--- src/rtl/instr_fetch_decode_if.sv ---
// Bundle between the fetch/decode stage, instruction memory and the
// downstream pipeline. The fetch/decode block takes the master side.
interface instr_fetch_decode_if;
  logic [7:0]  PC;
  logic        imem_req;
  logic [7:0]  imem_addr;
  logic        imem_ack;
  logic [15:0] imem_data;
  logic        ready;
  logic        valid;
  logic        pc_en;
  logic [15:0] IR;
  logic        PL;
  logic        JB;
  logic        BC;
  logic        MB;
  logic        MD;
  logic        RW;
  logic        MW;
  logic [5:0]  AD;
  logic [2:0]  DA;
  logic [2:0]  AA;
  logic [2:0]  BA;
  logic [3:0]  FS;
  logic        fault;

  modport master (
    input  PC, imem_ack, imem_data, ready,
    output imem_req, imem_addr, valid, pc_en, IR,
           PL, JB, BC, MB, MD, RW, MW, AD, DA, AA, BA, FS, fault
  );

  modport slave (
    output PC, imem_ack, imem_data, ready,
    input  imem_req, imem_addr, valid, pc_en, IR,
           PL, JB, BC, MB, MD, RW, MW, AD, DA, AA, BA, FS, fault
  );
endinterface

--- src/rtl/instr_fetch_decode.sv ---
// Instruction fetch with timeout fault, instruction register and
// combinational decode of the held instruction.
module instr_fetch_decode #(
  parameter int unsigned TIMEOUT = 15
) (
  input  logic                  clk,
  input  logic                  rst_n,
  instr_fetch_decode_if.master  bus
);

  localparam int unsigned ADDR_W = 8;
  localparam int unsigned INSTR_W = 16;
  localparam int unsigned CNT_W = 8;
  localparam logic [CNT_W-1:0] CNT_LAST = CNT_W'(TIMEOUT - 1);

  typedef enum logic [1:0] {
    ADDR  = 2'd0,
    FETCH = 2'd1,
    HOLD  = 2'd2,
    FAULT = 2'd3
  } state_e;

  state_e               state_q, state_d;
  logic [ADDR_W-1:0]    addr_q, addr_d;
  logic [CNT_W-1:0]     cnt_q, cnt_d;
  logic [INSTR_W-1:0]   ir_q, ir_d;
  logic                 req_q, req_d;
  logic                 valid_q, valid_d;
  logic                 fault_q, fault_d;
  logic                 pl_raw;

  // Next-state logic; an ack on the threshold cycle beats the timeout.
  always_comb begin
    state_d = state_q;
    addr_d  = addr_q;
    cnt_d   = cnt_q;
    ir_d    = ir_q;
    case (state_q)
      ADDR: begin
        addr_d  = bus.PC;
        cnt_d   = '0;
        state_d = FETCH;
      end
      FETCH: begin
        if (bus.imem_ack) begin
          ir_d    = bus.imem_data;
          state_d = HOLD;
        end else if (cnt_q == CNT_LAST) begin
          state_d = FAULT;
        end else begin
          cnt_d = cnt_q + CNT_W'(1);
        end
      end
      HOLD: begin
        if (bus.ready) state_d = ADDR;
      end
      FAULT: begin
        state_d = FAULT;
      end
      default: begin
        state_d = ADDR;
      end
    endcase
    req_d   = (state_d == FETCH);
    valid_d = (state_d == HOLD);
    fault_d = (state_d == FAULT);
  end

  always_ff @(posedge clk) begin
    if (!rst_n) begin
      state_q <= ADDR;
      addr_q  <= '0;
      cnt_q   <= '0;
      ir_q    <= '0;
      req_q   <= 1'b0;
      valid_q <= 1'b0;
      fault_q <= 1'b0;
    end else begin
      state_q <= state_d;
      addr_q  <= addr_d;
      cnt_q   <= cnt_d;
      ir_q    <= ir_d;
      req_q   <= req_d;
      valid_q <= valid_d;
      fault_q <= fault_d;
    end
  end

  assign bus.imem_req  = req_q;
  assign bus.imem_addr = addr_q;
  assign bus.valid     = valid_q;
  assign bus.fault     = fault_q;
  assign bus.pc_en     = valid_q & bus.ready;
  assign bus.IR        = ir_q;

  // Decode; side-effecting controls are suppressed unless an instruction is presented.
  assign pl_raw  = ir_q[14] & ir_q[15];
  assign bus.PL  = pl_raw & valid_q;
  assign bus.MW  = ir_q[14] & ~ir_q[15] & valid_q;
  assign bus.RW  = ~ir_q[14] & valid_q;
  assign bus.MB  = ir_q[15];
  assign bus.MD  = ir_q[13];
  assign bus.JB  = ir_q[13];
  assign bus.BC  = ir_q[9];
  assign bus.DA  = ir_q[8:6];
  assign bus.AA  = ir_q[5:3];
  assign bus.BA  = ir_q[2:0];
  assign bus.AD  = {ir_q[8:6], ir_q[2:0]};
  assign bus.FS  = {ir_q[12:10], ir_q[9] & ~pl_raw};

endmodule
--- src/flat_wrapper.sv ---
// flat-port wrapper written by rule: the top's interface ports become plain ports
module instr_fetch_decode_flat 
#(
  parameter int unsigned TIMEOUT = 15
)
  (clk, rst_n, bus_PC, bus_imem_ack, bus_imem_data, bus_ready, bus_imem_req, bus_imem_addr, bus_valid, bus_pc_en, bus_IR, bus_PL, bus_JB, bus_BC, bus_MB, bus_MD, bus_RW, bus_MW, bus_AD, bus_DA, bus_AA, bus_BA, bus_FS, bus_fault);
  instr_fetch_decode_if bus_i ();
  input  logic clk;
  input  logic rst_n;
  input wire logic [$bits(bus_i.PC)-1:0] bus_PC;
  input wire logic [$bits(bus_i.imem_ack)-1:0] bus_imem_ack;
  input wire logic [$bits(bus_i.imem_data)-1:0] bus_imem_data;
  input wire logic [$bits(bus_i.ready)-1:0] bus_ready;
  output wire logic [$bits(bus_i.imem_req)-1:0] bus_imem_req;
  output wire logic [$bits(bus_i.imem_addr)-1:0] bus_imem_addr;
  output wire logic [$bits(bus_i.valid)-1:0] bus_valid;
  output wire logic [$bits(bus_i.pc_en)-1:0] bus_pc_en;
  output wire logic [$bits(bus_i.IR)-1:0] bus_IR;
  output wire logic [$bits(bus_i.PL)-1:0] bus_PL;
  output wire logic [$bits(bus_i.JB)-1:0] bus_JB;
  output wire logic [$bits(bus_i.BC)-1:0] bus_BC;
  output wire logic [$bits(bus_i.MB)-1:0] bus_MB;
  output wire logic [$bits(bus_i.MD)-1:0] bus_MD;
  output wire logic [$bits(bus_i.RW)-1:0] bus_RW;
  output wire logic [$bits(bus_i.MW)-1:0] bus_MW;
  output wire logic [$bits(bus_i.AD)-1:0] bus_AD;
  output wire logic [$bits(bus_i.DA)-1:0] bus_DA;
  output wire logic [$bits(bus_i.AA)-1:0] bus_AA;
  output wire logic [$bits(bus_i.BA)-1:0] bus_BA;
  output wire logic [$bits(bus_i.FS)-1:0] bus_FS;
  output wire logic [$bits(bus_i.fault)-1:0] bus_fault;
  assign bus_i.PC = bus_PC;
  assign bus_i.imem_ack = bus_imem_ack;
  assign bus_i.imem_data = bus_imem_data;
  assign bus_i.ready = bus_ready;
  assign bus_imem_req = bus_i.imem_req;
  assign bus_imem_addr = bus_i.imem_addr;
  assign bus_valid = bus_i.valid;
  assign bus_pc_en = bus_i.pc_en;
  assign bus_IR = bus_i.IR;
  assign bus_PL = bus_i.PL;
  assign bus_JB = bus_i.JB;
  assign bus_BC = bus_i.BC;
  assign bus_MB = bus_i.MB;
  assign bus_MD = bus_i.MD;
  assign bus_RW = bus_i.RW;
  assign bus_MW = bus_i.MW;
  assign bus_AD = bus_i.AD;
  assign bus_DA = bus_i.DA;
  assign bus_AA = bus_i.AA;
  assign bus_BA = bus_i.BA;
  assign bus_FS = bus_i.FS;
  assign bus_fault = bus_i.fault;
  instr_fetch_decode #(.TIMEOUT(TIMEOUT)) u_core (.clk(clk), .rst_n(rst_n), .bus(bus_i));
endmodule
--- config.mk ---
export PLATFORM = sky130hd
export DESIGN_NAME = instr_fetch_decode_flat
export DESIGN_NICKNAME = d
export VERILOG_FILES = /design/src/rtl/instr_fetch_decode_if.sv /design/src/rtl/instr_fetch_decode.sv /design/src/flat_wrapper.sv
export SDC_FILE = /design/constraint.sdc
export NUM_CORES = 1
export LEC_CHECK = 0
export BUFFER_PORTS_ARGS = -buffer_cell sky130_fd_sc_hd__buf_2
export CAP_MARGIN = 25
export CORE_MARGIN = 2
export CORE_UTILIZATION = 42
export DETAILED_ROUTE_END_ITERATION = 6
export GPL_TIMING_DRIVEN = 0
export PLACE_DENSITY = 0.73
export SYNTH_ARGS = -nofsm -noshare
export SYNTH_HDL_FRONTEND = slang
export SYNTH_SLANG_ARGS = --single-unit
--- constraint.sdc ---
create_clock -name clk -period 1.6 [get_ports clk]
set_input_delay 0 -clock clk [delete_from_list [all_inputs] [get_ports clk]]
set_output_delay 0 -clock clk [all_outputs]
set_load 0.01 [all_outputs]
==> run_results.csv <==
group,metric,value,unit
placed_design,dp_hpwl,3150,microns
sta,period_share,104,%
route,drtAntennaViolNets,0,
floorplanning,fp-row-count,23,
clock_tree,htree_levels,2,
logic_synthesis,synth-seq-cells,37,
logic_synthesis,yosysWarnings,0,
clock_tree,tritoncts,"yes",
placed_design,place_area,2230,sq um
sta,tns,-110,ps
clock_tree,cts_root_buffer,"clkbuf_8",
logic_synthesis,syn_nets,250,
clock_tree,path_clk_slew,80,ps
global_route,grt_pass1_wl,6690,microns
logic_synthesis,synth_edf_count,0,
sta,fin_crit,1670,ps
floorplanning,initial_core_util,43.8,%
flow_run,drv_cap,0,
logic_synthesis,avgSynthCellArea,8.02,sq um
critical_path,path_class,"reg2reg",
finish,final.fill_count,346,
sta,slew_viol_final,0,
run_status,status,"finished with violations",
critical_path,worst_ep_required_time,1800,ps
sta,finalClockSkew,2.89,ps
critical_path,path_cells,"inv_4, ha_4, or4b_4, o41a_1, o32ai_2",
sta,setup_viol,2,
logic_synthesis,syn_area,1770,sq um
critical_path,crit_fanout,3,
critical_path,start_kind,"register",
sta,slew-limit-headroom,64.6,%
run_status,violations,"setup timing",
logic_synthesis,ys_async_sr_fraction,0,%
global_route,grt_usage,19.0,%
finish,final_util,64.9,%
clock_tree,worstSkewPairLatency,290,ps
route,routedWlPerCell,12.1,microns
finish,seq_area,748,sq um
logic_synthesis,ys.flop_type,"dfxtp_1",
route,drt_iter0_drc,110,
critical_path,cp.arrival,1870,ps
sta,rsz0062_at_grt,"true",
sta,fmax,0.599,GHz
finish,antenna_cells,0,
route,drcViolationCount,0,
route,vias,1870,
placed_design,place_congestion,0.876,
sta,worstMarginPinSlew,529,ps
logic_synthesis,synth-seq-area-share,42.0,%
clock_tree,clock_path_buffers,2,
critical_path,cp-end-kind,"register",
global_route,grt_pass1_vias,1565,
finish,design_area,2620,sq um
sta,holdWs,12.5,ps
clock_tree,cts_inserted_buffers,5,
hold_path,min_path_type,"in2reg",
logic_synthesis,synth_cell_type_count,45,
floorplanning,die_w,68.8,microns
global_route,grt_max_degree,13,
finish,layout-drive-gt1-share,38.0,%
floorplanning,die_h,68.8,microns
global_route,grt_overflow,0,
placed_design,place_inst,351,
global_route,grt_antenna_before_repair,0,
power,power.total,2.07,mW
clock_tree,clock_sinks,37,
floorplanning,die_area,4740,sq um
critical_path,slowest_delay,450,ps
placed_design,port-buffer-count,81,
finish,instances_no_fill,384,
finish,synthToLayoutAreaGrowth,48.2,%
route,drt_first_pass_iters,4,
power,vdd_drop_max,0.000571,V
finish,multi_input_area,801,sq um
floorplanning,ios,82,
sta,setup_ws,-69.4,ps
route,drt-total-wl,4660,microns
route,vias_per_cell,4.87,
logic_synthesis,synthCells,220,
critical_path,slowest_stage,"or4b_4",
power,power_density,792,nW/um^2
floorplanning,core,4030,sq um
sta,timing_hold_violations_final,0,
placed_design,place_ws,-120,ps
finish,final_nets,363,
power,leakagePower,1.25,nW
final cells by class:
cell class / instances / share of cell area [%]
timing repair buffer: 107 / 25.3
clock inverter: 2 / 0.526
buffer: 36 / 8.51
tap: 50 / 2.39
multi-input combinational: 140 / 30.6
clock buffer: 6 / 3.16
inverter: 6 / 0.956
sequential: 37 / 28.6
state kept, by name, indices dropped and copies added (netlist names):
register / count
u_core.bus.IR: 16
u_core.state_q: 2
u_core.bus.fault: 1
u_core.bus.valid: 1
u_core.bus.imem_req: 1
u_core.bus.imem_addr: 8
u_core.cnt_q: 8
Yosys cell counts (2+ instances only):
| cell type | n | area [sq um] |
|---|---|---|
| a211oi_1 | 2 | 15.0 |
| a21oi_1 | 29 | 145 |
| a31oi_1 | 2 | 12.5 |
| and2_1 | 2 | 12.5 |
| and3_1 | 2 | 12.5 |
| and3b_1 | 2 | 17.5 |
| buf_4 | 22 | 165 |
| clkbuf_1 | 14 | 52.6 |
| dfxtp_1 | 37 | 741 |
| ha_1 | 2 | 25.0 |
| inv_1 | 5 | 18.8 |
| nand2_1 | 53 | 199 |
| nand2b_1 | 5 | 31.3 |
| nand3_1 | 3 | 15.0 |
| nand3b_1 | 2 | 15.0 |
| nand4b_1 | 2 | 17.5 |
| nor2_1 | 4 | 15.0 |
| nor3_1 | 3 | 15.0 |
| or4_1 | 3 | 22.5 |
power by group:
| part | switching, mW | internal (mW) | leakage [nW] |
|---|---|---|---|
| combinational | 0.192 | 0.196 | 0.894 |
| sequential | 0.0310 | 0.963 | 0.304 |
| clock | 0.341 | 0.349 | 0.0512 |
layer usage:
layer | global-route usage (%) | part of all wire [%] | up-vias
met5 | 0 | 0 | -
met4 | 8.82 | 1.0 | 0
met3 | 5.03 | 7.8 | 6
met2 | 31.7 | 49 | 70
met1 | 22.6 | 43 | 836
li1 | - | - | 958
what timing repair did:
item / 4_1_cts / 5_1_grt
endpoints found under the hold margin: 24 / 0
resized for setup: 8 / 7
setup endpoints to repair: 3 / 24
setup buffers: 2 / 0
hold buffers: 24 / 0
critical path, delay by kind of cell (launching register included):
kind	cells	cell delay, ps
buf+inv	1	60
flops	1	360
compound gates	2	580
simple gates	1	450
fa+ha+maj	1	120
path summary, 6_finish.rpt:
check	from	endpoint	slack, ps	depth (start not counted)
max	u_core.cnt_q[0]	u_core.cnt_q[0]	-70	5
min	bus_ready	u_core.bus.valid	10	3
max reg2reg	u_core.cnt_q[0]	u_core.cnt_q[0]	-70	5
min reg2reg	u_core.bus.imem_addr[1]	u_core.bus.imem_addr[1]	460	2
kinds of logic (layout without fill, tap and decap cells):
kind of cell               count (synthesis)  after routing  share of synthesized area (%)
DFF                                       37             37                           42.0
AOI/OAI and AO/OA                         48             48                           17.3
buffers and inverters                     43            157                           13.9
adders and majority gates                  2              2                           1.42
and+or+nand+nor                           90             90                           25.4
placed cells by master, fill, tap and decap left out, drive strengths merged, types with 2 or more instances in the layout:
cell type | Yosys | final
buf | 23 | 106
nand2 | 53 | 53
dfxtp | 37 | 37
a21oi | 29 | 29
dlygate4sd3 | 0 | 24
clkbuf | 14 | 19
inv | 6 | 6
nand2b | 5 | 5
nor2 | 4 | 4
nor3 | 3 | 3
or4 | 3 | 3
nand3 | 3 | 3
and2 | 2 | 2
and3 | 2 | 2
and3b | 2 | 2
nand3b | 2 | 2
a211oi | 2 | 2
nand4b | 2 | 2
a31oi | 2 | 2
o32ai | 2 | 2
ha | 2 | 2
clkinv | 0 | 2
(Power assumes the default switching activity.)
